--- src/rtl/debounce_pkg.sv ---
// Shared constants, state encoding and counter-width helper for the input debouncer.
package debounce_pkg;

  localparam int DEFAULT_DEBOUNCE_CYCLES = 4;
  localparam int SYNC_STAGES             = 2;

  // The stable level doubles as the state encoding.
  typedef enum logic {
    IDLE_LOW  = 1'b0,
    IDLE_HIGH = 1'b1
  } deb_state_t;

  function automatic int cnt_width(input int cycles);
    return (cycles <= 1) ? 1 : $clog2(cycles);
  endfunction

endpackage

--- src/rtl/debounce_channel.sv ---
// One debounce lane: 2-FF synchroniser, qualification counter and stable register.
// Optional registered rising-edge pulse when PULSE_OUT_EN is defined.
module debounce_channel
  import debounce_pkg::*;
#(
  parameter int DEBOUNCE_CYCLES = DEFAULT_DEBOUNCE_CYCLES
) (
  input  logic clk,
  input  logic rst,
  input  logic raw,
  output logic level
`ifdef PULSE_OUT_EN
  ,
  output logic rise
`endif
);

  localparam int              CNT_W    = cnt_width(DEBOUNCE_CYCLES);
  localparam logic [CNT_W-1:0] CNT_LAST = CNT_W'(DEBOUNCE_CYCLES - 1);

  logic [SYNC_STAGES-1:0] sync_q;
  logic                   sync_out;
  deb_state_t             state_q, state_d;
  logic [CNT_W-1:0]       cnt_q, cnt_d;

  assign sync_out = sync_q[SYNC_STAGES-1];

  always_ff @(posedge clk) begin
    // NOTE: state registers use non-blocking assignments so every flop samples pre-edge values.
    if (rst) begin
      sync_q  <= '0;
      cnt_q   <= '0;
      state_q <= IDLE_LOW;
    end else begin
      sync_q  <= {sync_q[SYNC_STAGES-2:0], raw};
      cnt_q   <= cnt_d;
      state_q <= state_d;
    end
  end

  always_comb begin
    // NOTE: defaults assigned first so no path through this block can infer a latch.
    state_d = state_q;
    cnt_d   = '0;
    if (sync_out != logic'(state_q)) begin
      if (cnt_q == CNT_LAST) begin
        state_d = deb_state_t'(sync_out);
      end else begin
        cnt_d = cnt_q + CNT_W'(1);
      end
    end
  end

  assign level = (state_q == IDLE_HIGH);

`ifdef PULSE_OUT_EN
  logic stable_d;

  always_ff @(posedge clk) begin
    if (rst) begin
      stable_d <= 1'b0;
      rise     <= 1'b0;
    end else begin
      stable_d <= level;
      rise     <= level & ~stable_d;
    end
  end
`endif

endmodule

--- src/rtl/input_debouncer.sv ---
// Two independent debounce lanes conditioning the AND-gate lab inputs.
// Optional rising-edge pulse outputs A_rise/B_rise when PULSE_OUT_EN is defined.
module input_debouncer
  import debounce_pkg::*;
#(
  parameter int DEBOUNCE_CYCLES = DEFAULT_DEBOUNCE_CYCLES
) (
  input  logic clk,
  input  logic rst,
  input  logic A_raw,
  input  logic B_raw,
  output logic A,
  output logic B
`ifdef PULSE_OUT_EN
  ,
  output logic A_rise,
  output logic B_rise
`endif
);

  debounce_channel #(.DEBOUNCE_CYCLES(DEBOUNCE_CYCLES)) u_chan_a (
    .clk   (clk),
    .rst   (rst),
    .raw   (A_raw),
    .level (A)
`ifdef PULSE_OUT_EN
    ,
    .rise  (A_rise)
`endif
  );

  debounce_channel #(.DEBOUNCE_CYCLES(DEBOUNCE_CYCLES)) u_chan_b (
    .clk   (clk),
    .rst   (rst),
    .raw   (B_raw),
    .level (B)
`ifdef PULSE_OUT_EN
    ,
    .rise  (B_rise)
`endif
  );

endmodule

--- config.mk ---
export PLATFORM = sky130hd
export DESIGN_NAME = input_debouncer
export DESIGN_NICKNAME = d
export VERILOG_FILES = /design/src/rtl/debounce_pkg.sv /design/src/rtl/debounce_channel.sv /design/src/rtl/input_debouncer.sv
export SDC_FILE = /design/constraint.sdc
export NUM_CORES = 1
export LEC_CHECK = 0
export CAP_MARGIN = 25
export CORE_AREA = 2 2 39 41
export CTS_CLUSTER_DIAMETER = 40
export CTS_CLUSTER_SIZE = 28
export DETAILED_ROUTE_END_ITERATION = 10
export DIE_AREA = 0 0 41 43
export GPL_TIMING_DRIVEN = 0
export SLEW_MARGIN = 25
export SYNTH_ARGS = -nofsm -noshare
export SYNTH_HDL_FRONTEND = slang
export SYNTH_HIERARCHICAL = 1
export SYNTH_SLANG_ARGS = --single-unit
--- constraint.sdc ---
create_clock -name clk -period 1.21 [get_ports clk]
set_input_delay 0.242 -clock clk [delete_from_list [all_inputs] [get_ports clk]]
set_output_delay 0.242 -clock clk [all_outputs]
set_load 0.01 [all_outputs]
* After elaboration in Yosys (flattened, before gate mapping) *
Cells that the tools add are included.

storage, ports and cells
  bits in registers = 10
  bits in latches = 0
  RAM bits = 0
  ROM bits = 0
  input bits = 4
  output and inout port bits = 2
  memories = 0

operators by class
  add/subtract/negate cells = 2
  $mul = 0
  divide/modulo/power cells = 0
  magnitude comparators = 0
  equal/unequal tests = 4
  shift-type cells = 0
  multiplexer cells = 0
  bitwise logic cells = 2
  reduce and logical (&&, ||, !) cells = 4

operator list
  kind                                          number
  OR reduction 3 bit                            2
  adder 2 x 1 -> 2 bit (second input constant)  2
  equality test 2 bit (second input constant)   2
  AND reduction 2 bit                           2
  inequality test 1 bit                         2
  NOT 1 bit                                     2

* Depth between registers and ports, before layout *
  depth in word-level cells = 3
  depth in mapped cells = 3
  mapped depth without buffers = 3

* Cells and area by module *
Netlist, hierarchy kept.

modules (own cells, without submodules)
  module            instances  cells each  area an instance (µm²)
  debounce_channel  2          13          168.9

* Worst setup path after synthesis *
Ideal clock, no wire load.

  path kind = flip-flop to flip-flop
  start point = reg u_chan_a.cnt_q[0]
  end point = reg u_chan_a.state_q (netlist: u_chan_a/level)
  setup time = 0.114 ns
  data arrival time = 0.738 ns
  slack = 0.358 ns
  stages on the path, launching flop included = 4
  path through = dfxtp_1 > ha_1 > mux2i_1 > nor2_1

between the ends
  longest elaborated chain between the ends = 2

RTL lines
  element                               line                    RTL
  start, declared                       debounce_channel.sv:24  logic [CNT_W-1:0] cnt_q, cnt_d;
  start signal, assigned                debounce_channel.sv:36  cnt_q <= cnt_d;
  equality test 2 bit                   debounce_channel.sv:46  if (cnt_q == CNT_LAST) begin
  AND reduction 2 bit (no source line)  -
  end signal, assigned                  debounce_channel.sv:37  state_q <= state_d;
  end, declared                         debounce_channel.sv:23  deb_state_t state_q, state_d;

No other way between the ends.
A chain may end at the register's enable or synchronous reset.

* Final worst setup path *
  start point = reg u_chan_b.state_q (netlist: u_chan_b/level)
  end point = out B

RTL lines
  element                 line                    RTL
  start, declared         debounce_channel.sv:23
  start signal, assigned  debounce_channel.sv:37
  end, declared           input_debouncer.sv:13   output logic B

No word-level cell between the ends.

==> key figures <==
Cells and area
  – Layout Nets: 42
  – Post-layout instance area: about 430 sq um
  – Non-filler cells, final: 50
  – # diodes: 0
  – Share of cells above drive strength 1: 14.7%
  – Syn-to-layout area delta: 26.7%

Setup path
  – Critical Path Max Stage Delay: 0.36 ns
  – CP bufs+invs: 1
  – Cells on worst reg2reg path: 3
  – Reg2reg end: u_chan_a/level
  – Critical path cell sequence: dlygate4sd2_1
  – CP Capture Type: output pin
  – Delay-heaviest family, CP: flip-flops
  – Crit Path Category: register to output pin
  – Worst Path Max Fanout: 3
  – Startpoint types: register
  – FF-to-FF setup slack: 0.26 ns
  – R2r startpoint: u_chan_a/cnt_q[0]
  – Slowest cell on crit path: dfxtp_1
  – WP data arrival: slightly below 0.9 ns
  – CP required: 0.97 ns

Floorplan
  – Core ar.: roughly 1400 sq um
  – Row count: 14
  – Die X: 41 um
  – IO Count: 6
  – Initial Util: 24.4%
  – Die area: 1760 sq um
  – Height of the die: between 40 and 50 um

Placement
  – Pre-CTS setup slack: -0.0619 ns
  – Cells after DPL: 47
  – Final HPWL DP: between 300 and 400 um
  – Post-DP Area: between 400 and 500 sq um
  – Port Buffers: 5
  – RD Place Congestion: 0.538

Yosys
  – Total of warnings raised by yosys: 6
  – Synthesized instance count: 26
  – Post-synth top cells: dfxtp_1, nor2b_1
  – Xor-xnor portion of the synthesized cell area: 5.19%
  – Mapped Nets: 32
  – Post-synthesis adder-cell area fraction: 7.41%
  – Distinct cells, synth: 8
  – Main combinational cell family by area after synthesis: simple AND/OR/NAND/NOR gates
  – Share of the synthesized area in the top cell type: 59.3%
  – Synth area leader: dfxtp_1
  – Number of flops mapped to enable cells by yosys: 0
  – Syn Area/Cell: 13.0 sq um
  – Synth area leaders: dfxtp_1, nor4b_2, ha_1
  – Post-synthesis mux area share: 5.93%
  – Top FF cell, synth: dfxtp_1
  – Compound-gate portion of the synthesized area: 0%
  – Post-synthesis register bit count: 10
  – Mapped cell area: 338 sq um
  – Top-count cell post-synth: dfxtp_1
  – Fraction of registers with async set/reset: 0%
  – Synth Area in Simple Gates: 22.2%
  – Post-synthesis sequential area ratio: between 50 and 60%

Timing
  – Setup TNS: 0 ns
  – F_max: 883 MHz
  – Share of the clock period used by the worst path: a little over nine tenths
  – Slew Limit Fails: 0
  – Least-Margin Pin Slew: 0.357 ns
  – PnR worst setup slack: 0.0769 ns
  – Final number of hold-violating endpoints: 0
  – RSZ-0062 raised after global routing: false
  – Worst slew margin: 76.1%
  – Clock skew: 0.000273 ns
  – Min Tclk post-route: around 1.1 ns
  – Final Setup Violations: 0

Flow run
  – Total of max-cap violations: 0

Routing
  – DR vias: 206
  – Post-route ant nets: 0
  – WL final: 413 um
  – DRT Pass-1 Iters: 2
  – Vias per Instance: ~4
  – Drt first-iter violations: 1
  – DRC errors left: 0
  – Drt wl/cell: slightly above 8 um

Global route
  – First-pass GRT wire length: 793 um
  – Vias in the first global route: 220
  – Gr ovfl total: 0
  – Initial antenna violation count: 0
  – Largest net degree at the start of global routing: 11
  – Total track usage: roughly 7%

Power and ir drop
  – Cell Pwr Density: roughly 1300 nW/um^2
  – Leakage power: 0.166 nW
  – Worst vdd ir: slightly above 0.0005 V

CTS
  – H-tree Lvls: 1
  – Total CTS buffers: 3
  – Sink Count: 10
  – Clk pin slew, worst setup/hold paths: 0.06 ns
  – Root buffer cell: clkbuf_4
  – Later-pin clock latency in the skew report: 0.25 ns
  – CTS tree: yes
  – Clock Path Buffers: 2
  – Setup repair bufs after CTS: 0

Worst hold path
  – Hold Path Cell Cnt: 1
  – Hold path startpoint: u_chan_b/cnt_q[0]
  – Worst hold endpoint: u_chan_b/cnt_q[0]
  – HP Class: register to register

Outcome
  – Status: finished clean
-- sequential cells by signal, summed over array words and instances, names as in the netlist --
signal and count:
u_chan_b/cnt_q 2, u_chan_a/sync_q 2, u_chan_b/level 1, u_chan_a/level 1, u_chan_b/sync_q 2, u_chan_a/cnt_q 2
-- where the power goes --
| group | switching, W | internal, W | total [W] |
|---|---|---|---|
| clock network | 0.0000956 | 0.000114 | 0.000209 |
| logic | 0.00000905 | 0.0000151 | 0.0000242 |
| registers | 0.00000338 | 0.000338 | 0.000341 |
-- logic make-up (layout without fill, tap and decap cells) --
| kind of cell | Yosys count | after routing |
|---|---|---|
| AND/OR/NAND/NOR | 10 | 10 |
| flip-flops | 10 | 10 |
| adder cells (fa/ha/maj) | 2 | 2 |
| XOR/XNOR | 2 | 2 |
| multiplexers | 2 | 2 |
| buffers and inverters | 0 | 8 |
-- stage by stage --
step                util (%)  hold slack, ns  total power [W]
floorplan                  -           0.314         0.000357
global placement        29.5           0.414         0.000371
detailed placement      29.5           0.431         0.000373
CTS                     30.9           0.439         0.000590
global route            30.9           0.456         0.000603
finish                  30.9           0.429         0.000575
-- final cells by class --
class	count	area [sq um]
Clock buffer	3	22.5
Tap cell	16	20.0
Sequential cell	10	200
Multi-Input combinational cell	16	138
Fill cell	145	956
Timing Repair Buffer	5	47.5
-- worst max path at each step --
| stage | startpoint | end | slack [ns] | cells after the start |
|---|---|---|---|---|
| 2_1_floorplan | u_chan_a/cnt_q[0] | u_chan_a/level | 0.36 | 3 |
| 5_1_grt | u_chan_b/level | B | 0.02 | 1 |
| 3_3_place_gp | rst | u_chan_b/cnt_q[1] | 0.01 | 2 |
| 4_1_cts | u_chan_a/level | A | 0.05 | 1 |
| 3_5_place_dp | rst | u_chan_a/cnt_q[0] | -0.06 | 2 |
| 6_report | u_chan_b/level | B | 0.08 | 1 |
-- cells in the final DEF (no fill, tap or decap), drive strengths merged --
cell type | synthesis | layout
dfxtp | 10 | 10
nor2b | 4 | 4
clkbuf | 0 | 3
clkdlybuf4s50 | 0 | 3
dlygate4sd2 | 0 | 2
mux2i | 2 | 2
nor2 | 2 | 2
xnor2 | 2 | 2
nor4b | 2 | 2
nor4 | 2 | 2
ha | 2 | 2
-- per-layer routing --
layer,track usage [%],up-vias,part of all wire (%)
met5,0,-,0
met4,8.00,0,0
met3,1.57,0,3.6
met2,10.3,4,56
met1,6.91,94,41
li1,-,108,-
-- repair_timing --
item                       4_1_cts  5_1_grt
hold buffers                     0        0
resized for setup                2        0
setup endpoints to repair        2        0
No activity file was read; power rests on OpenSTA's default activity.
